File: src/rtl/hazard_pkg.sv
// Shared types for the pipeline hazard controller: forward-select codes and
// the multi-cycle EX occupancy states.
package hazard_pkg;

    typedef enum logic [1:0] {
        NO_FW  = 2'b00,
        FW_WB  = 2'b01,
        FW_MEM = 2'b10
    } fw_sel_t;

    typedef enum logic {
        IDLE    = 1'b0,
        MC_BUSY = 1'b1
    } mc_state_t;

endpackage

File: src/rtl/hazard_ctrl_fw_select.sv
// Forwarding mux select for a single EX source operand. The MEM stage holds
// the younger result, so it is checked before WB.
module fw_select
    import hazard_pkg::*;
#(
    parameter int REG_AW = 5
) (
    input  logic [REG_AW-1:0] rs,
    input  logic [REG_AW-1:0] rd_mem,
    input  logic [REG_AW-1:0] rd_wb,
    input  logic              regwrite_mem,
    input  logic              regwrite_wb,
    output fw_sel_t           sel
);

    always_comb begin
        sel = NO_FW;
        // r0 is hardwired to zero and is never forwarded
        if (rs != '0) begin
            if (regwrite_mem && (rd_mem == rs)) begin
                sel = FW_MEM;
            end else if (regwrite_wb && (rd_wb == rs)) begin
                sel = FW_WB;
            end
        end
    end

endmodule

File: src/rtl/hazard_ctrl.sv
// Pipeline hazard controller: EX operand forwarding, load-use stall, taken
// branch flush and multi-cycle EX occupancy sequencing.
module hazard_ctrl
    import hazard_pkg::*;
#(
    parameter int NUM_SRC = 2,
    parameter int REG_AW  = 5,
    parameter int MC_LAT  = 4
) (
    input  logic                            clk,
    input  logic                            rst,
    input  logic                            regwrite_mem,
    input  logic                            regwrite_wb,
    input  logic [NUM_SRC-1:0][REG_AW-1:0]  rs_ex,
    input  logic [REG_AW-1:0]               rd_mem,
    input  logic [REG_AW-1:0]               rd_wb,
    output logic [NUM_SRC-1:0][1:0]         fw_ex,
    input  logic                            memtoreg_ex,
    input  logic [REG_AW-1:0]               rd_ex,
    input  logic [NUM_SRC-1:0][REG_AW-1:0]  rs_id,
    input  logic                            mc_start_ex,
    input  logic                            branch_taken_ex,
    output logic                            stall_if,
    output logic                            stall_id,
    output logic                            stall_ex,
    output logic                            flush_id,
    output logic                            flush_ex,
    output logic                            bubble_mem,
    output logic                            mc_busy
);

    localparam int               CNT_W    = $clog2(MC_LAT);
    localparam logic [CNT_W-1:0] CNT_LOAD = CNT_W'(MC_LAT - 2);

    mc_state_t        state, state_nxt;
    logic [CNT_W-1:0] cnt, cnt_nxt;
    fw_sel_t          fw_sel [NUM_SRC];
    logic             load_use;
    logic             hz_eval;
    logic             st_if, st_id, st_ex, fl_id, fl_ex, bub;

    for (genvar gi = 0; gi < NUM_SRC; gi++) begin : g_fw
        fw_select #(
            .REG_AW (REG_AW)
        ) u_fw_select (
            .rs           (rs_ex[gi]),
            .rd_mem       (rd_mem),
            .rd_wb        (rd_wb),
            .regwrite_mem (regwrite_mem),
            .regwrite_wb  (regwrite_wb),
            .sel          (fw_sel[gi])
        );
        assign fw_ex[gi] = rst ? 2'b00 : fw_sel[gi];
    end

    always_comb begin
        load_use = 1'b0;
        for (int i = 0; i < NUM_SRC; i++) begin
            if (memtoreg_ex && (rd_ex != '0) && (rd_ex == rs_id[i])) begin
                load_use = 1'b1;
            end
        end
    end

    // Branch and load-use are only seen in IDLE or in the last busy cycle,
    // when the multi-cycle result is leaving EX.
    assign hz_eval = (state == IDLE) || (cnt == '0);

    always_comb begin
        state_nxt = state;
        cnt_nxt   = cnt;
        st_if     = 1'b0;
        st_id     = 1'b0;
        st_ex     = 1'b0;
        fl_id     = 1'b0;
        fl_ex     = 1'b0;
        bub       = 1'b0;

        case (state)
            IDLE: begin
                if (mc_start_ex) begin
                    state_nxt = MC_BUSY;
                    cnt_nxt   = CNT_LOAD;
                    st_if     = 1'b1;
                    st_id     = 1'b1;
                    st_ex     = 1'b1;
                    bub       = 1'b1;
                end
            end
            MC_BUSY: begin
                if (cnt != '0) begin
                    cnt_nxt = cnt - CNT_W'(1);
                    st_if   = 1'b1;
                    st_id   = 1'b1;
                    st_ex   = 1'b1;
                    bub     = 1'b1;
                end else begin
                    state_nxt = IDLE;
                end
            end
            default: state_nxt = IDLE;
        endcase

        if (hz_eval) begin
            if (branch_taken_ex) begin
                fl_id = 1'b1;
                fl_ex = 1'b1;
                st_if = 1'b0;
                st_id = 1'b0;
            end else if (load_use) begin
                st_if = 1'b1;
                st_id = 1'b1;
                fl_ex = 1'b1;
            end
        end

        // a flushed stage is never also held
        st_id = st_id & ~fl_id;
        st_ex = st_ex & ~fl_ex;
    end

    always_ff @(posedge clk) begin
        if (rst) begin
            state <= IDLE;
            cnt   <= '0;
        end else begin
            state <= state_nxt;
            cnt   <= cnt_nxt;
        end
    end

    assign stall_if   = st_if & ~rst;
    assign stall_id   = st_id & ~rst;
    assign stall_ex   = st_ex & ~rst;
    assign flush_id   = fl_id & ~rst;
    assign flush_ex   = fl_ex & ~rst;
    assign bubble_mem = bub   & ~rst;
    assign mc_busy    = (state == MC_BUSY);

endmodule

File: config.mk
export PLATFORM = sky130hd
export DESIGN_NAME = hazard_ctrl
export DESIGN_NICKNAME = d
export VERILOG_FILES = /design/src/rtl/hazard_pkg.sv /design/src/rtl/hazard_ctrl_fw_select.sv /design/src/rtl/hazard_ctrl.sv
export SDC_FILE = /design/constraint.sdc
export NUM_CORES = 1
export LEC_CHECK = 0
export ABC_AREA = 1
export CORE_MARGIN = 1.5
export CORE_UTILIZATION = 38
export CTS_BUF_LIST = sky130_fd_sc_hd__clkbuf_8
export DETAILED_ROUTE_END_ITERATION = 12
export GPL_TIMING_DRIVEN = 0
export HOLD_SLACK_MARGIN = 0.02
export PLACE_DENSITY = 0.84
export SETUP_SLACK_MARGIN = 0.2
export SLEW_MARGIN = 20
export SYNTH_ARGS = -nofsm -noshare
export SYNTH_HDL_FRONTEND = slang
export SYNTH_SLANG_ARGS = --single-unit
export TNS_END_PERCENT = 50
File: constraint.sdc
create_clock -name clk -period 1.4 [get_ports clk]
set_input_delay 0.21 -clock clk [delete_from_list [all_inputs] [get_ports clk]]
set_output_delay 0.21 -clock clk [all_outputs]
set_load 0.02 [all_outputs]
==> key figures, run 1 <==
Setup path
  • CP Max Fanout: 5
  • Setup crit start kind: flop
  • CP Data Arrival Time: 1.36 ns
  • Worst Path Buf+Inv: 4
  • Reg2Reg Depth: 8
  • Crit Path Class: reg -> out
  • Most used cell, CP: inv_2
  • Worst path required time: 1.19 ns
  • Crit path largest cell delay: 0.33 ns
  • CP cell instances: inv_2 > ha_4 > nor2_4 > inv_4 > a21oi_4 > nand2_2 > inv_2 > buf_6
  • Worst R2R Start: cnt[1]$_SDFFE_PP0P_
  • Reg2reg end: cnt[1]$_SDFFE_PP0P_
  • Slowest cell on the critical path: dfxtp_2
  • Worst setup startpoint: cnt[1]$_SDFFE_PP0P_
  • CP delay by family, top: flip-flops
  • Crit end category: primary output
  • R2R setup slack: 0.17 ns

Timing
  • Final setup violating endpoints: 6
  • Worst-Margin Slew: 0.2755 ns
  • Slew Limit Fails: 0
  • Final Cycle Share: 112.0%
  • Relative slew slack: 81.44%
  • Final Hold Viols: 0
  • RSZ-0062 raised after global routing: true
  • Setup TNS: -0.6154 ns
  • Min Tclk post-route: 1.569 ns
  • Fin Hold WS: 0.2945 ns
  • Fmax: 637.5 MHz
  • Final WS setup: -0.1686 ns
  • Layout Skew: 0.001387 ns

Hold path
  • Hold path startpoint: rst
  • Hold Path Class: in -> reg
  • WHS Endpoint: mc_busy$_SDFF_PP0_
  • Min-Delay Path Depth: 2

Route
  • Iter 0 DRT Violations: 45
  • Post-Route WL: 3.207 mm
  • Drc violations: 0
  • Pre-Repair DR Iteration Count: 4
  • Post-DRT Antenna Nets: 0
  • Vias/cell: 4.901
  • Via count: 1289
  • Routed len/inst: 12.19 um

Finish
  • Post-route design area: 1597 um2
  • Diode count: 0
  • Syn-to-layout area delta: 88.20%
  • Layout cells sized above 1: 49.58%
  • Final #Nets: 280

Synthesis
  • Syn Area/Cell: 4.932 um2
  • Warnings from Yosys: 0
  • Syn Inst Count: 172
  • Yosys reg bits: 3
  • Sequential-to-total area share from yosys stat: 7.080%
  • Post-Syn Area: 848.3 um2
  • Library cells used by synthesis: 23
  • Mapped Nets: 215

Place
  • RD Place Congestion: 0.8267
  • DP Worst Slack: -0.8727 ns
  • Detailed-placement wirelength estimate: 2.326 mm
  • DP Area: 1448 um2
  • PortBufs: 51

Clocking
  • Clock transition at path regs: 0.03 ns
  • H-tree Lvls: 1
  • Number of buffers created by CTS: 3
  • Worst skew pair latency: 0.22 ns
  • CTS tree: done
  • Clock Path Buffers: 2
  • Clock Root Buffer: clkbuf_8
  • Total clock sinks: 3
  • # hold bufs at CTS: 0

Floorplanning
  • Boundary pin count: 53
  • CORE AREA: 2022 um2
  • Starting Density: 41.96%
  • Die footprint: 2525 um2
  • Die H: 50.25 um
  • Row Count: 16
  • Die X: 50.25 um

Pwr
  • Leak: 0.8919 nW
  • PD cells: 513.0 nW/um2
  • Total power: 0.0008190 W
  • Peak VDD IR: 0.6740 mV

Job
  • MaxCap Viol Count: 0

GRT
  • Number of global-route vias before repair: 1238
  • Largest net degree at the start of global routing: 10
  • First-pass GRT wire length: 5.085 mm
  • Antenna violations before repair: 0
  • GR Util All Layers: 25.23%
  • Remaining global-route overflow: 0

Run status
  • Outcome: complete, but fails checks
  • Failing checks: setup timing
[report_power, final]
part / internal, W / switching (W)
Clock: 0.000187 / 0.0000631
Combinational: 0.000219 / 0.000248
Sequential: 0.0000951 / 0.00000585
[cells by family (layout without fill, tap and decap cells)]
family                     Yosys count  after routing  share of synthesized area (%)
AOI/OAI and AO/OA                   17             17                          12.09
DFF                                  3              3                          7.080
and+or+nand+nor                     99             99                          51.18
xor gates and xnor gates             8              8                          8.260
buffers and inverters               44            108                          19.91
adders and majority gates            1              1                          1.475
[synthesized netlist by cell type]
cell type / count / area [um2]
a21oi_1: 7 / 35.03
buf_4: 1 / 7.510
dfxtp_1: 3 / 60.06
ha_1: 1 / 12.51
inv_1: 37 / 138.9
inv_2: 6 / 22.52
nand2_1: 57 / 214.0
nand2_2: 2 / 12.51
nand2b_1: 1 / 6.260
nand3_1: 7 / 35.03
nand3_2: 2 / 20.02
nand4_1: 3 / 18.77
nor2_1: 16 / 60.06
nor2_2: 4 / 25.02
nor3_1: 5 / 25.02
nor3_2: 1 / 10.01
nor3b_1: 1 / 7.510
o2111a_1: 1 / 11.26
o211ai_1: 2 / 15.01
o21ai_0: 2 / 10.01
o22ai_1: 5 / 31.28
xnor2_1: 3 / 26.28
xor2_1: 5 / 43.79
[registers in the layout (all words and copies together) (netlist names)]
signal	cells
mc_busy	1
cnt	2
[worst max-delay path by stage]
stage	endpoint	cells after the start
after floorplan	fw_ex[1]	4
after global placement	fw_ex[3]	6
after detailed placement	stall_id	10
after CTS	stall_if	8
after global routing	stall_if	8
final	stall_id	8
[cell usage in the layout, fill, tap and decap left out, types with 3 or more instances in the layout]
master / count
nand2_2: 7
buf_2: 15
o22ai_1: 3
clkbuf_2: 4
nor2_2: 4
nor2_1: 13
nand3_1: 4
inv_1: 20
nor2_4: 3
inv_2: 21
nand3_2: 5
clkbuf_8: 3
dfxtp_2: 3
a21oi_1: 3
clkdlybuf4s15_1: 4
nand4_1: 3
buf_6: 10
nor3_2: 6
nand2_1: 52
inv_4: 3
buf_4: 16
dlygate4sd2_1: 6
xor2_2: 3
[area by class of cell]
type	instances	area (um2)
repair buffers	60	485.5
plain buffers	1	7.507
multi-input cells	125	792.0
clock buffers	3	41.29
clock inverters	1	3.754
flip-flops and latches	3	63.81
inverters	43	168.9
well taps	27	33.78
fillers	154	425.4
[through the flow]
stage	util, %	instances
final	78.96	263
after global routing	78.96	263
after CTS	76.18	262
after detailed placement	71.60	250
after global placement	71.60	250
after floorplan	-	172
[repair_timing]
action | CTS | global route
pin swaps | 40 | 18
setup buffers | 8 | 1
endpoints found under the setup margin | 11 | 12
gates resized for setup | 207 | 27
[layer usage]
layer  track usage, %  share of wire [%]  vias up
li1                 -                  -      649
met1            30.81                 40      581
met2            47.59                 53       55
met3            1.488                5.9        4
met4            5.556                1.2        0
met5                0                  0        -
Power figures use the tool's default switching activity.
==> inputs of run 2 (changes only) <==
Settings changed: CORE_UTILIZATION 38 to 42, PLACE_DENSITY 0.84 to 0.85, SYNTH_HIERARCHICAL set to 1.
==> key figures, run 2 <==
Run status
  • Outcome: complete, but fails checks (unchanged)
  • Failing checks: setup timing (unchanged)

Finish
  • # fillers: 178 (was 154)
  • Final core occ: 80.07% (was 78.96%)
  • Area of the multi-input gates: 909.6 um2 (was 792.0 um2)
  • Most common cell after layout, fill and taps aside: nand2_1 (unchanged)
  • Final #Nets: 337 (was 280)
  • Largest register FFs: 2 (unchanged)
  • Seq. cell area: 63.81 um2 (unchanged)
  • Commonest cells after routing, fill and taps aside: nand2_1 (84), inv_1 (33), inv_2 (25), nor2_1 (19), nand2_2 (17) (was nand2_1 (52), inv_2 (21), inv_1 (20), buf_4 (16), buf_2 (15))
  • Post-route design area: 1839 um2 (was 1597 um2)
  • Diode count: 0 (unchanged)
  • Layout cells sized above 1: 45.05% (was 49.58%)
  • Syn-to-layout area delta: 74.58% (was 88.20%)
  • Most flops, register: cnt (unchanged)

Timing
  • Slew Limit Fails: 0 (unchanged)
  • RSZ-0062 raised after global routing: true (unchanged)
  • Min Tclk post-route: 1.535 ns (was 1.569 ns)
  • Fmax: 651.7 MHz (was 637.5 MHz)
  • Final Cycle Share: 109.6% (was 112.0%)
  • Relative slew slack: 84.31% (was 81.44%)
  • Layout Skew: 0.006870 ns (was 0.001387 ns)
  • Final WS setup: -0.1345 ns (was -0.1686 ns)
  • Final setup violating endpoints: 6 (unchanged)
  • Worst-Margin Slew: 0.2345 ns (was 0.2755 ns)
  • Final Hold Viols: 0 (unchanged)

Synthesis
  • Share of the synthesized area in the top cell type: 34.92% (was 25.22%)
  • Syn Inst Count: 227 (was 172)
  • Yosys reg bits: 3 (unchanged)
  • Syn Area/Cell: 4.641 um2 (was 4.932 um2)
  • Library cells used by synthesis: 18 (was 23)
  • Post-Syn Area: 1054 um2 (was 848.3 um2)
  • Warnings from Yosys: 6 (was 0)
  • Synth top cells by count: nand2_1 (98), inv_1 (48), nor2_1 (25), inv_2 (12), nand3_1 (10) (was nand2_1 (57), inv_1 (37), nor2_1 (16), a21oi_1 (7), nand3_1 (7))
  • EDFF count, synth: 0 (unchanged)
  • Async S/R FF share, synth: 0% (unchanged)
  • Synth top area cells: nand2_1 (35%), inv_1 (17%), nor2_1 (8.9%) (was nand2_1 (25%), inv_1 (16%), dfxtp_1 (7.1%))
  • Sequential-to-total area share from yosys stat: 5.701% (was 7.080%)
  • Area leader, netlist: nand2_1 (unchanged)
  • Most frequent cell after synthesis: nand2_1 (unchanged)
  • Mapped Nets: 270 (was 215)
  • Dominant synthesized flop cell: dfxtp_1 (unchanged)

Floorplanning
  • Die X: 53.09 um (was 50.25 um)
  • Row Count: 17 (was 16)
  • Die footprint: 2818 um2 (was 2525 um2)
  • Die H: 53.09 um (was 50.25 um)
  • Boundary pin count: 53 (unchanged)
  • Starting Density: 45.86% (was 41.96%)
  • CORE AREA: 2297 um2 (was 2022 um2)

Route
  • Pre-Repair DR Iteration Count: 4 (unchanged)
  • Drc violations: 0 (unchanged)
  • Vias/cell: 4.629 (was 4.901)
  • Post-Route WL: 3.487 mm (was 3.207 mm)
  • Post-DRT Antenna Nets: 0 (unchanged)
  • Routed len/inst: 10.86 um (was 12.19 um)
  • Iter 0 DRT Violations: 25 (was 45)
  • Via count: 1486 (was 1289)

Setup path
  • Setup crit start kind: flop (unchanged)
  • Worst path required time: 1.19 ns (about the same)
  • Crit Path Class: reg -> out (unchanged)
  • CP Max Fanout: 5 (unchanged)
  • CP Data Arrival Time: 1.32 ns (was 1.36 ns)
  • Crit end category: primary output (unchanged)
  • Reg2Reg Depth: 7 (was 8)
  • R2R setup slack: 0.19 ns (was 0.17 ns)
  • Worst R2R Start: cnt[0]$_SDFFE_PP0P_ (was cnt[1]$_SDFFE_PP0P_)
  • Reg2reg end: cnt[0]$_SDFFE_PP0P_ (was cnt[1]$_SDFFE_PP0P_)

GRT
  • Antenna violations before repair: 0 (unchanged)
  • Number of global-route vias before repair: 1323 (was 1238)
  • GR Util All Layers: 24.34% (was 25.23%)
  • Remaining global-route overflow: 0 (unchanged)
  • Largest net degree at the start of global routing: 11 (was 10)
  • First-pass GRT wire length: 5.154 mm (was 5.085 mm)
  • Met3 GRT Util: 3.955% (was 1.488%)
  • Grt peak-use layer: met2 (unchanged)
  • GR Util met2: 47.92% (was 47.59%)
  • Grt met1 use: 25.04% (was 30.81%)

Clocking
  • Total clock sinks: 3 (unchanged)
  • Number of buffers created by CTS: 3 (unchanged)
  • CTS tree: done (unchanged)
  • Worst skew pair latency: 0.22 ns (about the same)
  • H-tree Lvls: 1 (unchanged)
  • Clock Root Buffer: clkbuf_8 (unchanged)
  • # hold bufs at CTS: 0 (unchanged)
  • Clock transition at path regs: 0.04 ns (was 0.03 ns)
  • Clock Path Buffers: 2 (unchanged)

Hold path
  • Min-Delay Path Depth: 3 (was 2)
  • Hold path startpoint: mc_busy$_SDFF_PP0_ (was rst)
  • WHS Endpoint: cnt[1]$_SDFFE_PP0P_ (was mc_busy$_SDFF_PP0_)
  • Hold Path Class: reg -> reg (was in -> reg)

Pwr
  • Seq pwr share: 11.4% (was 12.3%)
  • PD cells: 471.6 nW/um2 (was 513.0 nW/um2)
  • Leak: 1.082 nW (was 0.8919 nW)
  • Logic pwr share: 59.7% (was 57.1%)
  • Peak VDD IR: 0.4209 mV (was 0.6740 mV)
  • Int Pwr: 0.0005203 W (was 0.0005018 W)
  • Clock Power Share: 28.9% (was 30.6%)
  • Switch share: 40.01% (was 38.73%)
  • Total power: 0.0008674 W (was 0.0008190 W)
  • P_sw: 0.0003470 W (was 0.0003172 W)

Place
  • DP Area: 1642 um2 (was 1448 um2)
  • Detailed-placement wirelength estimate: 2.224 mm (was 2.326 mm)
  • DP Worst Slack: -0.8598 ns (was -0.8727 ns)
  • PortBufs: 52 (was 51)
  • RD Place Congestion: 0.8723 (was 0.8267)

Job
  • MaxCap Viol Count: 0 (unchanged)
[run 2: final cells by class]
| class | count | area share, % |
|---|---|---|
| multi-input combinational | 163 | 49.46 |
| timing repair buffer | 62 | 29.18 |
| inverter | 60 | 12.79 |
| sequential | 3 | 3.469 |
| clock buffer | 3 | 2.245 |
| tap | 28 | 1.905 |
| buffer | 1 | 0.7483 |
| clock inverter | 1 | 0.2041 |
[run 2: timing repair]
| action | in CTS | in global routing |
|---|---|---|
| endpoints found under the setup margin | 11 | 11 |
| setup buffers | 5 | 5 |
| pin swaps | 34 | 33 |
| gates resized for setup | 172 | 66 |
| gates cloned | 0 | 0 |
[run 2: cells by family (layout without fill, tap and decap cells)]
kind of cell,Yosys count,in the layout,share of synthesized area [%]
AND/OR/NAND/NOR,152,152,64.13
buffers and inverters,61,127,21.73
AO/OA/AOI/OAI,7,7,4.750
XOR/XNOR,3,3,2.495
flip-flops,3,3,5.701
adder cells (fa/ha/maj),1,1,1.187
[run 2: worst max-delay path by stage]
| stage | from | to | slack, ns | depth (start not counted) |
|---|---|---|---|---|
| 3_3_place_gp | rd_ex[2] | stall_id | -0.84 | 9 |
| 3_5_place_dp | rd_ex[2] | stall_if | -0.86 | 9 |
| 2_1_floorplan | cnt[1]$_SDFFE_PP0P_ | stall_ex | 0.11 | 7 |
| 6_report | cnt[0]$_SDFFE_PP0P_ | stall_if | -0.13 | 8 |
| 5_1_grt | cnt[0]$_SDFFE_PP0P_ | stall_id | -0.21 | 8 |
| 4_1_cts | cnt[1]$_SDFFE_PP0P_ | stall_if | -0.17 | 8 |
[run 2: power groups by stage]
stage                     Clock [W]  Sequential, W  Combinational [W]
final                      0.000251      0.0000989           0.000518
after global routing       0.000259      0.0000995           0.000564
after CTS                  0.000244      0.0000983           0.000464
after detailed placement          0      0.0000977           0.000447
after global placement            0      0.0000975           0.000441
after floorplan                   0       0.000100           0.000237
[run 2: metrics by stage]
stage / hold WS [ns] / TNS, ns / std cells
floorplan: 0.3580 / 0 / 227
global placement: 0.4896 / -7.380 / 307
detailed placement: 0.4946 / -7.519 / 307
CTS: 0.5494 / -0.7209 / 316
global route: 0.6205 / -1.017 / 321
finish: 0.5924 / -0.5582 / 321
[run 2: metal layers]
metal  vias to the layer above  part of all wire (%)
met2                        53                    54
met5                         -                     0
met4                         0                  0.89
met1                       642                    40
li1                        785                     -
met3                         6                   5.5
[run 2: worst max-delay path, stage by stage, from the launching register on]
cell and delay (ns):
dfxtp_2 0.31, inv_2 0.04, ha_4 0.15, nor2_4 0.15
inv_4 0.08, a21oi_4 0.13, nand2_2 0.09, inv_2 0.06
buf_6 0.10
==> inputs of run 3 (changes only) <==
Settings changed: CORE_UTILIZATION 42 to 38, PLACE_DENSITY 0.85 to 0.84, SYNTH_HIERARCHICAL 1 to not set.
==> results of run 3 <==
Final layout, timing and power as in run 1 (identical DEF).
